==> src/rtl/div_seq_pkg.sv <==
// div_seq_pkg: shared constants for the multi-cycle divide sequencer.
//   div_state_e        : FSM state encodings (DivFree, DivByZero, DivOn, DivEnd)
//   DivResultReady     : ready_o level when a result is held
//   DivResultNotReady  : ready_o level when no result is held
//   DivStart / DivStop : start_i levels
//   RstEnable          : active level of rst
package div_seq_pkg;

    typedef enum logic [1:0] {
        DivFree   = 2'b00,
        DivByZero = 2'b01,
        DivOn     = 2'b10,
        DivEnd    = 2'b11
    } div_state_e;

    localparam logic DivResultReady    = 1'b1;
    localparam logic DivResultNotReady = 1'b0;
    localparam logic DivStart          = 1'b1;
    localparam logic DivStop           = 1'b0;
    localparam logic RstEnable         = 1'b1;

endpackage

==> src/rtl/div_seq_step.sv <==
// div_step: one iteration of the restoring radix-2 divider (combinational).
//   dividend      in  [2*WIDTH:0] : working register {partial remainder, dividend/quotient bits, pad}
//   divisor       in  [WIDTH-1:0] : magnitude of the divisor
//   dividend_next out [2*WIDTH:0] : working register after this iteration
module div_step #(
    parameter int WIDTH = 32
) (
    input  logic [2*WIDTH:0] dividend,
    input  logic [WIDTH-1:0] divisor,
    output logic [2*WIDTH:0] dividend_next
);

    logic [WIDTH:0] diff;

    // Trial subtract in WIDTH+1 bits; the top bit is the borrow.
    assign diff = dividend[2*WIDTH:WIDTH] - {1'b0, divisor};

    // Borrow: restore (plain shift, new quotient bit 0).
    // No borrow: keep the difference and shift in a quotient bit of 1.
    assign dividend_next = diff[WIDTH]
        ? {dividend[2*WIDTH-1:0], 1'b0}
        : {diff[WIDTH-1:0], dividend[WIDTH-1:0], 1'b1};

endmodule

==> src/rtl/div_seq.sv <==
// div_seq: multi-cycle signed/unsigned divide sequencer for the EX stage.
// One quotient bit per cycle; the {remainder, quotient} result is held
// until the requester drops start_i.
//   clk, rst      : clock, synchronous active-high reset
//   signed_div_i  : 1 = two's-complement divide (sampled on the start edge)
//   opdata1_i     : dividend (sampled on the start edge)
//   opdata2_i     : divisor  (sampled on the start edge)
//   start_i       : request, held high until ready_o is seen
//   annul_i       : cancel; overrides start_i, aborts ON/BYZERO
//   result_o      : registered {remainder, quotient}
//   ready_o       : registered, high only in END
//   busy_o        : registered, high in ON and BYZERO
//   state_dbg     : current FSM state, for observation only
//
// Handshake: start_i is a level request. The divider accepts it only in
// IDLE (and only with annul_i low), raises ready_o once the result is held,
// and keeps result_o/ready_o stable until start_i is seen low, at which
// point it clears both and returns to IDLE on the same edge.
module div_seq
    import div_seq_pkg::*;
#(
    parameter int WIDTH = 32
) (
    input  logic               clk,
    input  logic               rst,
    input  logic               signed_div_i,
    input  logic [WIDTH-1:0]   opdata1_i,
    input  logic [WIDTH-1:0]   opdata2_i,
    input  logic               start_i,
    input  logic               annul_i,
    output logic [2*WIDTH-1:0] result_o,
    output logic               ready_o,
    output logic               busy_o,
    output logic [1:0]         state_dbg
);

    localparam int CntW = $clog2(WIDTH) + 1;

    div_state_e       state;
    div_state_e       state_next;
    logic [CntW-1:0]  cnt;
    logic             cnt_done;
    logic [2*WIDTH:0] dividend;
    logic [2*WIDTH:0] dividend_step;
    logic [WIDTH-1:0] divisor_abs;
    logic             sign_mode;
    logic             op1_neg;
    logic             op2_neg;
    logic             start_req;
    logic [WIDTH-1:0] op1_abs;
    logic [WIDTH-1:0] op2_abs;
    logic [WIDTH-1:0] quo_raw;
    logic [WIDTH-1:0] rem_raw;
    logic [WIDTH-1:0] quo_fix;
    logic [WIDTH-1:0] rem_fix;

    assign state_dbg = state;
    assign start_req = (start_i == DivStart) && !annul_i;
    assign cnt_done  = (cnt == CntW'(WIDTH));

    // Magnitudes are only taken in signed mode; the most negative value
    // maps onto itself, which is the correct unsigned magnitude.
    assign op1_abs = (signed_div_i && opdata1_i[WIDTH-1]) ? (~opdata1_i + 1'b1) : opdata1_i;
    assign op2_abs = (signed_div_i && opdata2_i[WIDTH-1]) ? (~opdata2_i + 1'b1) : opdata2_i;

    assign quo_raw = dividend[WIDTH-1:0];
    assign rem_raw = dividend[2*WIDTH:WIDTH+1];

    // Quotient sign follows the operand sign difference; the remainder
    // takes the sign of the dividend (truncating division).
    assign quo_fix = (sign_mode && (op1_neg ^ op2_neg)) ? (~quo_raw + 1'b1) : quo_raw;
    assign rem_fix = (sign_mode && op1_neg) ? (~rem_raw + 1'b1) : rem_raw;

    div_step #(.WIDTH(WIDTH)) u_step (
        .dividend      (dividend),
        .divisor       (divisor_abs),
        .dividend_next (dividend_step)
    );

    always_comb begin
        state_next = state;
        case (state)
            DivFree: begin
                if (start_req) begin
                    state_next = (opdata2_i == '0) ? DivByZero : DivOn;
                end
            end
            DivByZero: begin
                state_next = annul_i ? DivFree : DivEnd;
            end
            DivOn: begin
                if (annul_i) begin
                    state_next = DivFree;
                end else if (cnt_done) begin
                    state_next = DivEnd;
                end
            end
            DivEnd: begin
                if (start_i == DivStop) begin
                    state_next = DivFree;
                end
            end
            default: state_next = DivFree;
        endcase
    end

    always_ff @(posedge clk) begin
        if (rst == RstEnable) begin
            state       <= DivFree;
            cnt         <= '0;
            dividend    <= '0;
            divisor_abs <= '0;
            sign_mode   <= 1'b0;
            op1_neg     <= 1'b0;
            op2_neg     <= 1'b0;
            result_o    <= '0;
            ready_o     <= DivResultNotReady;
            busy_o      <= 1'b0;
        end else begin
            state  <= state_next;
            busy_o <= (state_next == DivOn) || (state_next == DivByZero);
            case (state)
                DivFree: begin
                    if (start_req && (opdata2_i != '0)) begin
                        cnt         <= '0;
                        dividend    <= {{WIDTH{1'b0}}, op1_abs, 1'b0};
                        divisor_abs <= op2_abs;
                        sign_mode   <= signed_div_i;
                        op1_neg     <= opdata1_i[WIDTH-1];
                        op2_neg     <= opdata2_i[WIDTH-1];
                    end
                end
                DivByZero: begin
                    if (!annul_i) begin
                        result_o <= '0;
                        ready_o  <= DivResultReady;
                    end
                end
                DivOn: begin
                    if (annul_i) begin
                        cnt <= '0;
                    end else if (!cnt_done) begin
                        dividend <= dividend_step;
                        cnt      <= cnt + CntW'(1);
                    end else begin
                        result_o <= {rem_fix, quo_fix};
                        ready_o  <= DivResultReady;
                        cnt      <= '0;
                    end
                end
                DivEnd: begin
                    if (start_i == DivStop) begin
                        result_o <= '0;
                        ready_o  <= DivResultNotReady;
                    end
                end
                default: ;
            endcase
        end
    end

endmodule

==> config.mk <==
export PLATFORM = sky130hd
export DESIGN_NAME = div_seq
export DESIGN_NICKNAME = d
export VERILOG_FILES = /design/src/rtl/div_seq_pkg.sv /design/src/rtl/div_seq_step.sv /design/src/rtl/div_seq.sv
export SDC_FILE = /design/constraint.sdc
export NUM_CORES = 1
export LEC_CHECK = 0
export ABC_AREA = 1
export CORE_MARGIN = 4
export CORE_UTILIZATION = 35
export CTS_CLUSTER_DIAMETER = 120
export DETAILED_ROUTE_END_ITERATION = 7
export SLEW_MARGIN = 20
export SYNTH_ARGS = -nofsm -noshare
export SYNTH_HDL_FRONTEND = slang
export SYNTH_HIERARCHICAL = 1
export SYNTH_SLANG_ARGS = --single-unit
==> constraint.sdc <==
create_clock -name clk -period 4.7 [get_ports clk]
set_clock_uncertainty 0.05 [all_clocks]
set_input_delay 0.94 -clock clk [delete_from_list [all_inputs] [get_ports clk]]
set_output_delay 0.94 -clock clk [all_outputs]
set_load 0.01 [all_outputs]
==> results.md <==
- Area occupied by multi-input gates: 8310 sq um
- Gp weighted congestion: approximately 0.92
- First-pass GRT wire length: 73800 um
- Vias in the first global route: between 10000 and 15000
- CTS tree: done
- Die X: 205 um
- Post-CTS Setup Inserts: 0
- Cell Chain, Critical Path: clkdlybuf4s50_1 > inv_1 > ha_1 > nand3_2 > nor2_4 > nand4_2 > nand2_4 > inv_2 > o21ai_0 > a21oi_1 > nor2_1
- Overall power: just under 5000 uW
- Register bit total from synthesis: between 150 and 200
- Seq. cell area: 3480 sq um
- Yosys warnings: 6
- Largest net degree at the start of global routing: 107
- Per-cell routed wire length: 15.9 um
- Vias per cell: roughly 5.1
- Synth top area cells: dfxtp_1 (26%), nand2_1 (19%), inv_1 (7.9%)
- Most common cell after layout, fill and taps aside: nand2_1
- MaxCap Viol Count: 0
- Endpoints failing setup: 0
- Residual DRC count: 0
- Antenna Nets Post-Route: 0
- Synth Area in Compound Gates: 16.6%
- Clock Path Buffers: 2
- # IOs: 137
- Die area: 41900 sq um
- Net Count, Synth: 2442
- Worst skew pair latency: 0.46 ns
- Most frequent cells in the layout: nand2_1 (682), inv_1 (286), nor2_1 (278)
- Diodes inserted: 0
- Sw Share: a little over two fifths
- Slowest-stage cell, CP: inv_2
- Library cells used by synthesis: 45
- Startpoint Class: input pin
- Area share of xor/xnor cells in the synthesized design: roughly 3.2%
- Hpwl dp: 36100 um
- TNS Setup: 0 ns
- Share of cells above drive strength 1: around 3.6%
- Post-Synth Simple-Gate Area: 37.9%
- Post-Syn Area per Cell: 5.81 sq um
- Worst path bufs/invs: 3
- Worst EP arrival: approximately 3.3 ns
- P_int: 2840 uW
- # rows: 71
- Sequential fraction of design power: 34.2%
- Total CTS buffers: 17
- Hold-fix buffers, CTS: 0
- Final period util: 64.8%
- Clk sinks: 174
- Worst hold path type: flop to flop
- Area growth syn-to-layout: 15.1%
- All-layer global routing usage: between 20 and 25%
- Post-synth top area cell: dfxtp_1
- Clock power frac: 29.8%
- Detailed Route WL: 46300 um
- Final count of pins violating max slew: 0
- Combinational power share: around 36%
- Post-synthesis mux area share: 0%
- DRC marker count from the first detailed-route iteration: 1236
- Nets: 2491
- Main combinational cell family by area after synthesis: simple AND/OR/NAND/NOR gates
- Critical Path RT: 4.99 ns
- Slew margin rel.: a little under a third
- Switch Pwr: between 2000 and 2500 uW
- WS Path Type: input pin to flop
- CORE AREA: 37900 sq um
- Cell Pwr Density: 312 nW/um^2
- Min Tclk post-route: 3.04 ns
- Status: complete, no violations
- CTS clk-pin slew, worst paths: 0.07 ns
- Grt total ovfl: 0
- Root Buffer: clkbuf_16
- VDD IR max: 0.276 mV
- Mapped cell area: 13600 sq um
- CP top delay family: buffers and inverters
- Critical Path Fanout Max: 65
- Sequential share of the synthesized area: 25.7%
- Worst-Margin Slew: 1.03 ns
- Fmax: 0.329 GHz
- Top-area cell type share of the netlist area: 25.7%
- Leak: 0.00722 uW
- # H-tree levels: 4
- DIE HEIGHT: 205 um
- Adder-cell share of the synthesized area: 3.66%
- Filler cell count in the final layout: 4193
- Setup repair after global routing missed its margin: no
- Routed vias: between 10000 and 15000
- Post-synthesis cell count: 2334
- Initial DRT Pass Iterations: 5
- IO buf count: 136
- Initial antenna violation count: 0
- Worst Setup End Kind: flop
- Final Hold Viols: 0
- Max stage delay on crit path: roughly 0.73 ns
- CTS resizes: 0
- Initial Util: 35.7%
## flip-flops by register name (all words and copies together) (netlist names)
name	count
busy_o	1
divisor_abs	32
state_dbg	2
sign_mode	1
cnt	6
ready_o	1
dividend	65
result_o	64
op1_neg	1
op2_neg	1
## cell usage after synthesis
master       n
nor3b_1      1
o2111ai_1    1
o21bai_1    11
or2_2        3
nand3_1    176
o211ai_1     6
clkbuf_1    51
o21ai_2      1
nand2_4      4
nor2_4       5
buf_1        2
inv_1      287
a21oi_2      2
a21o_1       2
clkinv_1     1
inv_2        9
o21ai_0    174
buf_2       18
nand2_1    682
o21ai_1      6
o211a_1      1
nor2_2       4
and3_1       1
xnor2_1     10
nand4_2      1
or2_1        1
buf_6        8
o22ai_1      1
and2_1       4
buf_4       36
nand4_1     36
a22oi_1      9
nand3b_1    10
a21oi_1    206
a31oi_1      2
nand3_2      1
fa_1         1
nor3_1      13
ha_1        38
xor2_1      39
o31ai_1      5
nand2_2     10
clkinv_2     1
dfxtp_1    174
nor2_1     280
## path summary, 6_finish.rpt
path	startpoint	to	slack, ns	depth (start not counted)
min reg2reg	result_o[56]	result_o[56]	0.41	2
min	result_o[56]	result_o[56]	0.41	2
max reg2reg	dividend[33]	dividend[50]	1.93	17
max	opdata2_i[0]	divisor_abs[19]	1.66	11
## logic make-up (layout without fill, tap and decap cells)
kind of cell	after synthesis	count (layout)
DFF	174	174
AOI/OAI and AO/OA	427	427
xor gates and xnor gates	49	49
adders and majority gates	39	39
buffers and inverters	413	475
and+or+nand+nor	1232	1232
## layout make-up
type                            count  share of cell area, %
Multi-Input combinational cell   1747                   53.3
Sequential cell                   174                   22.3
Timing Repair Buffer              145                   9.21
Inverter                          298                   7.19
Tap cell                          511                   4.10
Clock buffer                       17                   2.73
Clock inverter                     15                   1.16
## metal layers
layer / GRT usage, % / vias to the layer above / wire length [um]
li1: - / 7555 / -
met1: 31.8 / 6759 / 22500
met2: 34.3 / 407 / 20500
met3: 2.52 / 47 / 2330
met4: 5.74 / 0 / 920
met5: 0 / - / 0
## worst min-delay path, stage by stage, from the launching register on
cell,delay (ns)
dfxtp_1,0.31
nand2_1,0.06
a21oi_1,0.05
## stage by stage
stage	worst slack [ns]	std cells	hold slack [ns]	instance area, sq um	utilization (%)
6_report	1.66	2907	0.415	15600	41.1
3_3_place_gp	1.17	2875	0.403	15000	39.5
4_1_cts	1.69	2907	0.418	15600	41.1
5_1_grt	1.36	2907	0.436	15600	41.1
3_5_place_dp	1.20	2875	0.406	15000	39.5
2_1_floorplan	2.32	2334	0.394	13600	-
## power by group through the flow
| stage | clock network [uW] | registers, uW | logic (uW) |
|---|---|---|---|
| 6_report | 1450 | 1670 | 1750 |
| 5_1_grt | 1540 | 1670 | 2000 |
| 4_1_cts | 1480 | 1660 | 1730 |
| 2_1_floorplan | 0 | 1640 | 1340 |
| 3_5_place_dp | 0 | 1700 | 1720 |
| 3_3_place_gp | 0 | 1700 | 1710 |
(Power assumes the default switching activity.)
